[src/rtl/spi_master_param.sv]
// spi_master_param: parametrised SPI master (all four modes, MSB/LSB first,
// configurable frame width N and SCLK half-period DIV).
// Optional feature macro: SPIM_LOOPBACK_EN adds a `loopback` input that
// routes the internal MOSI value into the receive path instead of MISO.
`timescale 1ns/1ps

module spi_master_param #(
   parameter int N   = 15,
   parameter int DIV = 25
) (
   input  logic         clk,
   input  logic         clr,
   input  logic         st,
   input  logic [1:0]   mode,
   input  logic         lsb_first,
   input  logic [N-1:0] DI,
   input  logic         MISO,
`ifdef SPIM_LOOPBACK_EN
   input  logic         loopback,
`endif
   output logic         MOSI,
   output logic         SCLK,
   output logic         LOAD,
   output logic         busy,
   output logic         done,
   output logic [N-1:0] DO
);

   localparam int CW = $clog2(DIV + 1);
   localparam int EW = $clog2(2 * N + 1);
   localparam logic [CW-1:0] C_RELOAD = CW'(DIV - 1);
   localparam logic [EW-1:0] C_LAST   = EW'(2 * N - 1);

   typedef enum logic [1:0] {
      S_IDLE,
      S_LEAD,
      S_SHIFT,
      S_TRAIL
   } state_t;

   state_t         r_state;
   state_t         w_state_nxt;

   logic [CW-1:0]  r_cnt;
   logic [EW-1:0]  r_edge;
   logic [N-1:0]   r_tx;
   logic [N-1:0]   r_rx;
   logic [N-1:0]   r_do;
   logic           r_cpol;
   logic           r_cpha;
   logic           r_lsb;
   logic           r_sclk;
   logic           r_mosi;
   logic           r_load;
   logic           r_busy;
   logic           r_done;

   logic           w_cnt_zero;
   logic           w_start;
   logic           w_edge;
   logic           w_finish;
   logic           w_lead;
   logic           w_first;
   logic           w_sample;
   logic           w_drive;
   logic           w_tx_cur;
   logic           w_tx_nxt;
   logic [N-1:0]   w_tx_shift;
   logic           w_di_first;
   logic           w_rx_bit;
   logic [N-1:0]   w_rx_shift;

   assign w_cnt_zero = (r_cnt == '0);

   // The edge about to be produced is number r_edge+1; odd numbers are leading.
   assign w_lead   = ~r_edge[0];
   assign w_first  = (r_edge == '0);
   assign w_sample = w_edge & (r_cpha ? ~w_lead : w_lead);
   assign w_drive  = w_edge & (r_cpha ? w_lead : ~w_lead);

   // Bit currently at the head of the tx register and the one behind it.
   assign w_tx_cur   = r_lsb ? r_tx[0] : r_tx[N-1];
   assign w_tx_nxt   = r_lsb ? r_tx[1] : r_tx[N-2];
   assign w_tx_shift = r_lsb ? {1'b0, r_tx[N-1:1]} : {r_tx[N-2:0], 1'b0};
   assign w_di_first = lsb_first ? DI[0] : DI[N-1];

`ifdef SPIM_LOOPBACK_EN
   assign w_rx_bit = loopback ? r_mosi : MISO;
`else
   assign w_rx_bit = MISO;
`endif

   // MSB-first fills from bit 0 upward; LSB-first fills from the top down.
   assign w_rx_shift = r_lsb ? {w_rx_bit, r_rx[N-1:1]} : {r_rx[N-2:0], w_rx_bit};

   // State register.
   always_ff @(posedge clk or posedge clr) begin
      if (clr) r_state <= S_IDLE;
      else     r_state <= w_state_nxt;
   end

   // Next-state logic and per-cycle control strobes.
   always_comb begin
      w_state_nxt = r_state;
      w_start     = 1'b0;
      w_edge      = 1'b0;
      w_finish    = 1'b0;
      case (r_state)
         S_IDLE: begin
            if (st) begin
               w_start     = 1'b1;
               w_state_nxt = S_LEAD;
            end
         end
         S_LEAD: begin
            if (w_cnt_zero) begin
               w_edge      = 1'b1;
               w_state_nxt = S_SHIFT;
            end
         end
         S_SHIFT: begin
            if (w_cnt_zero) begin
               w_edge = 1'b1;
               if (r_edge == C_LAST) w_state_nxt = S_TRAIL;
            end
         end
         S_TRAIL: begin
            if (w_cnt_zero) begin
               w_finish    = 1'b1;
               w_state_nxt = S_IDLE;
            end
         end
         default: w_state_nxt = S_IDLE;
      endcase
   end

   // Half-period timer: reloaded at frame start and at every SCLK edge, holds at zero.
   always_ff @(posedge clk or posedge clr) begin
      if (clr)                                       r_cnt <= '0;
      else if (w_start || w_edge)                    r_cnt <= C_RELOAD;
      else if ((r_state != S_IDLE) && !w_cnt_zero)   r_cnt <= r_cnt - CW'(1);
   end

   // SCLK edge counter.
   always_ff @(posedge clk or posedge clr) begin
      if (clr)          r_edge <= '0;
      else if (w_start) r_edge <= '0;
      else if (w_edge)  r_edge <= r_edge + EW'(1);
   end

   // Per-frame configuration captured at start.
   always_ff @(posedge clk or posedge clr) begin
      if (clr) begin
         r_cpol <= 1'b0;
         r_cpha <= 1'b0;
         r_lsb  <= 1'b0;
      end else if (w_start) begin
         r_cpol <= mode[1];
         r_cpha <= mode[0];
         r_lsb  <= lsb_first;
      end
   end

   // Transmit and receive shift registers (data only, no reset needed).
   always_ff @(posedge clk) begin
      if (w_start) begin
         r_tx <= DI;
         r_rx <= '0;
      end else begin
         if (w_drive && !(r_cpha && w_first)) r_tx <= w_tx_shift;
         if (w_sample)                        r_rx <= w_rx_shift;
      end
   end

   // MOSI: first bit at LOAD fall for CPHA=0, at the first edge for CPHA=1.
   always_ff @(posedge clk or posedge clr) begin
      if (clr)           r_mosi <= 1'b0;
      else if (w_start)  r_mosi <= mode[0] ? 1'b0 : w_di_first;
      else if (w_finish) r_mosi <= 1'b0;
      else if (w_drive)  r_mosi <= (r_cpha && w_first) ? w_tx_cur : w_tx_nxt;
   end

   // SCLK idles at the latched CPOL and toggles on every edge strobe.
   always_ff @(posedge clk or posedge clr) begin
      if (clr)          r_sclk <= 1'b0;
      else if (w_start) r_sclk <= mode[1];
      else if (w_edge)  r_sclk <= ~r_sclk;
   end

   // Handshake outputs and received-word register.
   always_ff @(posedge clk or posedge clr) begin
      if (clr) begin
         r_load <= 1'b1;
         r_busy <= 1'b0;
         r_done <= 1'b0;
         r_do   <= '0;
      end else begin
         r_done <= w_finish;
         if (w_start) begin
            r_load <= 1'b0;
            r_busy <= 1'b1;
         end else if (w_finish) begin
            r_load <= 1'b1;
            r_busy <= 1'b0;
            r_do   <= r_rx;
         end
      end
   end

   assign MOSI = r_mosi;
   assign SCLK = r_sclk;
   assign LOAD = r_load;
   assign busy = r_busy;
   assign done = r_done;
   assign DO   = r_do;

endmodule

[config.mk]
export PLATFORM = sky130hd
export DESIGN_NAME = spi_master_param
export DESIGN_NICKNAME = d
export VERILOG_FILES = /design/src/rtl/spi_master_param.sv
export SDC_FILE = /design/constraint.sdc
export NUM_CORES = 1
export LEC_CHECK = 0
export CORE_AREA = 2 2 79 81
export CTS_CLUSTER_DIAMETER = 50
export DETAILED_ROUTE_END_ITERATION = 16
export DIE_AREA = 0 0 81 83
export PLACE_DENSITY = 0.78
export SLEW_MARGIN = 20
export SYNTH_ARGS = -nofsm -noshare
export SYNTH_HDL_FRONTEND = slang
export SYNTH_SLANG_ARGS = --single-unit
[constraint.sdc]
create_clock -name clk -period 2.45 [get_ports clk]
set_input_delay 0.6125 -clock clk [delete_from_list [all_inputs] [get_ports clk]]
set_output_delay 0.6125 -clock clk [all_outputs]
set_load 0.01 [all_outputs]
# Yosys cells after proc, flatten, opt, wreduce, memory -nomap -nowiden
# Index checks and enable logic that the tools add are counted.
[classes]
n_reduce_logical = 18
n_eq_ne = 9
bitwise = 5
mux = 35
n_addsub = 2
[op_table]
columns = ["op", "count"]
rows = [
  ["two-way mux 15 bit", 4],
  ["two-way mux 1 bit", 21],
  ["two-way mux 5 bit", 4],
  ["logical NOT 5 bit", 2],
  ["two-way mux 2 bit", 5],
  ["inequality test 2 bit (second input constant)", 5],
  ["nonzero test 2 bit", 5],
  ["case mux 2 bit (4 select lines)", 1],
  ["adder 5 x 1 -> 5 bit (second input constant)", 1],
  ["== test 5 bit (second input constant)", 1],
  ["AND reduction 5 bit", 1],
  ["subtractor 5 x 1 -> 5 bit (second input constant)", 1],
  ["== test 2 bit (second input constant)", 2],
  ["logical AND 1 bit", 3],
  ["inverter 1 bit", 3],
  ["nonzero test 3 bit", 1],
  ["AND 1 bit", 2],
  ["== test 2 x 1 -> 1 bit (second input constant)", 1],
  ["logical NOT 1 bit", 2],
  ["logical NOT 2 bit", 1],
  ["AND reduction 2 bit", 1],
  ["OR reduction 2 bit", 1],
  ["logical OR 1 bit", 1],
]
[word_totals]
out_inout_bits = 20
in_bits = 22
elab_cells = 82
ff_bits = 64

# Longest topological paths before layout
[logic_depth]
ltp_word = 7
mapped_depth = 8

# Least setup slack after synthesis
# No wires, ideal clock.
[synth_timing]
path_kind = "reg2reg"
start = "register r_cnt[0]"
end = "register r_tx[0], enable pin"
arrival_time_ns = 1.585
setup_slack_ns = 0.497
path_stages_with_launch = 6
setup_time_ns = 0.368
path_buffers = 1
cell_sequence = "dfrtp_1 > inv_1 > ha_1 > nor4b_4 > buf_2 > a41o_1"
[synth_between]
elab_chain_cells = 6
[synth_rtl]
columns = ["element", "line_no", "text"]
rows = [
  ["start, declared", "44", "logic [CW-1:0] r_cnt;"],
  ["start signal, assigned", "141", "else if ((r_state != S_IDLE) && !w_cnt_zero) r_cnt <= r_cnt - CW'(1);"],
  ["logical NOT 5 bit", "73", "assign w_cnt_zero = (r_cnt == '0);"],
  ["two-way mux 1 bit", "116, 122", ""],
  ["two-way mux 1 bit", "n/a", ""],
  ["AND 1 bit", "79", "assign w_drive = w_edge & (r_cpha ? w_lead : ~w_lead);"],
  ["logical AND 1 bit", "170", "if (w_drive && !(r_cpha && w_first)) r_tx <= w_tx_shift;"],
  ["nonzero test 2 bit (no source line)", "n/a", ""],
  ["end signal, assigned", "170", ""],
  ["end, declared", "46", "logic [N-1:0] r_tx;"],
]
# No other way between the ends.
# A chain may end at the register's enable or synchronous reset.

# Final worst setup path
[layout_timing]
start = "register r_load (netlist: LOAD)"
end = "output port LOAD"
[layout_rtl]
columns = ["element", "line_no", "text"]
rows = [
  ["start, declared", "54", "logic r_load;"],
  ["start signal, assigned", "193", "r_load <= 1'b1;"],
  ["start signal, assigned", "200", "r_load <= 1'b0;"],
  ["start signal, assigned", "203", "r_load <= 1'b1;"],
  ["end, declared", "23", "output logic LOAD,"],
]
# No word-level cell between the ends.

==> summary.txt <==
Floorplan
  • Initial Util: 54.15%
  • Die X: 81 um
  • Num ports: 42
  • Std-Cell Rows: 28
  • CORE AREA: 0.005816 sq mm
  • Die H: 83 um
  • Die area: 0.006723 sq mm

Setup path
  • Crit end category: primary output
  • Crit path buffers/inverters: 1
  • Crit path launch type: register
  • CP max stage cell: dfstp_2
  • Worst Path Required: roughly 1.8 ns
  • Cell family with most CP delay: flip-flops
  • Critical path fanouts, max: 2
  • WP data arrival: 1.38 ns
  • Largest stage delay on the critical path: 0.53 ns
  • Crit path cell chain: clkdlybuf4s50_1
  • Worst R2R Setup Slack: 0.46 ns
  • Critical path class: reg -> out

Clocking
  • # clock sinks: 64
  • Cts bufs inserted: 9
  • Post_cts resized: 0
  • CTS tree: yes
  • Clk slew on worst S/H paths: 0.08 ns
  • Clock Latency Late Sink: ~0.34 ns
  • H-Tree Depth: 3
  • Clk root buf: clkbuf_8
  • Post-CTS setup buffer count: 0
  • Hold_buf cts: 0
  • Clock Path Buffers: 2

Timing
  • Worst Tran Pin Value: between 0.4 and 0.5 ns
  • Final slew viol count: 0
  • Count of final hold-check violations: 0
  • Worst Skew: between 0.007 and 0.008 ns
  • F_max: 501.1 MHz
  • Slew headroom: 70.87%
  • Final setup fails: 0
  • Crit share post-route: 81.45%
  • Tmin final: 1.996 ns
  • Setup Total Neg Slack: 0 ns
  • RSZ-0062 raised after global routing: no

GRT
  • Total gr overflow: 0
  • GRT Total Usage: 19.12%
  • Initial antenna violation count: 0
  • First-pass GRT wire length: 9915 um
  • Number of global-route vias before repair: between 2000 and 2500
  • Largest net degree at the start of global routing: 35

Place
  • Input/output buffers: 41
  • RePlAce Congestion: a little over 0.8
  • DP Wirelength: between 4000 and 5000 um
  • Placed cell area: 0.003657 sq mm
  • Placed insts: about 390

Power and ir drop
  • Pwr Density: 1183 mW/mm^2
  • Static leakage: ~1.6 nW
  • Peak VDD IR: 0.5339 mV

Layout
  • # nets final: roughly 350
  • Ant diodes: 0
  • Final Util: 67.13%
  • Share of cells above drive strength 1: 19.63%
  • Design area: between 0.003 and 0.004 sq mm
  • Post-route insts no fill: 401
  • Syn-to-layout area delta: 23.96%
  • Filler cells: about 460

Synth
  • EDFF count, synth: 15
  • Post-Syn Nets: 307
  • Synth async-reset ratio: a little over half
  • Top_reg_cell synth: dfrtp_1
  • Synth warn: 0
  • Gate count after technology mapping: 276
  • Syn_area_per_cell: 11.41 sq um
  • Yosys cell types: 44
  • Yosys reg bits: 64
  • Mapped Area: 0.003149 sq mm
  • Share of the yosys chip area belonging to registers: 50.89%

Routing
  • # DRC: 0
  • DR vias/cell: 5.436
  • Antenna Nets Post-Route: 0
  • DR WL/cell: around 15 um
  • Initial DRT Pass Iterations: 4
  • Routed WL: 5854 um
  • DRT iter0 DRCs: around 150
  • Via Count: 2180

Worst hold path
  • Worst hold path type: reg -> reg

Flow run
  • MaxCap Viol Count: 0

Outcome
  • Status: completed
## where the power goes
part | switching [mW] | internal (mW)
combinational | 0.859 | 0.838
clock | 0.429 | 0.668
sequential | 0.319 | 1.51
total | 1.61 | 3.01
## cell families after synthesis
family	Yosys count	synth area share, %
compound gates	46	12.12
xor+xnor	6	1.669
fa+ha+maj	9	3.576
buf+inv	28	4.013
flops	64	50.89
mux	47	15.93
simple gates	76	11.80
## worst paths after layout
check,to,cells after the start,start
hold reg to reg,DO[11],1,DO[11]
hold / removal,DO[11],1,DO[11]
setup reg to reg,r_rx[13],7,r_cnt[0]
setup / recovery,LOAD,1,LOAD
min in group asynchronous,busy,3,clr
max in group asynchronous,LOAD,3,clr
## cells in the mapped netlist (2+ instances only)
| master | number | share of area [%] |
|---|---|---|
| buf_2 | 2 | 0.32 |
| mux2i_1 | 31 | 9.9 |
| inv_1 | 11 | 1.3 |
| ha_1 | 9 | 3.6 |
| dfrtp_1 | 33 | 26 |
| nor3_1 | 3 | 0.48 |
| and2_1 | 2 | 0.40 |
| o21ai_0 | 17 | 2.7 |
| buf_1 | 3 | 0.36 |
| nand2_1 | 30 | 3.6 |
| mux2_2 | 15 | 5.4 |
| nand4_1 | 4 | 0.79 |
| dfxtp_1 | 15 | 9.5 |
| nor2_1 | 23 | 2.7 |
| xnor2_1 | 2 | 0.56 |
| xor2_1 | 4 | 1.1 |
| edfxtp_1 | 15 | 14 |
| a21oi_1 | 3 | 0.48 |
| nand3_1 | 6 | 0.95 |
| clkbuf_1 | 9 | 1.1 |
| a211oi_2 | 15 | 6.0 |
| buf_6 | 2 | 0.72 |
## sequential cells by signal (all words and copies together) (netlist names)
register and count:
r_tx 15, SCLK 1, DO 15, r_edge 5, r_lsb 1, r_cpha 1, LOAD 1, done 1
MOSI 1, r_state 2, r_cnt 5, busy 1, r_rx 15
## through the flow
stage / setup WS, ns / hold WS (ns) / total power [mW]
after floorplan: 0.4970 / 0.4805 / 2.996
after global placement: 0.3255 / 0.4873 / 3.468
after detailed placement: 0.2764 / 0.4915 / 3.543
after CTS: 0.4378 / 0.5088 / 4.656
after global routing: 0.3324 / 0.5214 / 4.914
final: 0.4544 / 0.5048 / 4.618
## placed cells by master, fill, tap and decap left out, types with 2 or more instances in the layout
cell and count:
a21oi_1 3, nor3_1 3, xor2_1 4, xnor2_1 2
nand3_1 6, inv_1 11, nand2_1 30, and2_2 2
bufinv_16 2, dfrtp_1 33, edfxtp_1 15, clkbuf_8 10
a211oi_2 15, clkdlybuf4s50_1 41, mux2i_1 31, ha_1 9
dfxtp_1 15, nand4_1 4, o21ai_0 17, mux2_2 15
nor2_1 23, buf_4 9
## layer usage
metal / wire length (um) / vias to the layer above / global-route usage (%)
met2: 2785 / 59 / 30.13
met4: 136 / 0 / 9.707
met1: 2662 / 1035 / 24.63
met5: 0 / - / 0
met3: 269 / 13 / 3.913
li1: - / 1073 / -
## cell type report
cell class | count | area (sq um) | area share, %
Tap cell | 75 | 93.84 | 2.404
Sequential cell | 64 | 1603 | 41.06
Timing Repair Buffer | 51 | 498.0 | 12.76
Multi-Input combinational cell | 184 | 1421 | 36.41
Clock inverter | 5 | 83.83 | 2.147
Inverter | 11 | 41.29 | 1.058
Clock buffer | 11 | 162.7 | 4.167
(Power assumes the default switching activity.)
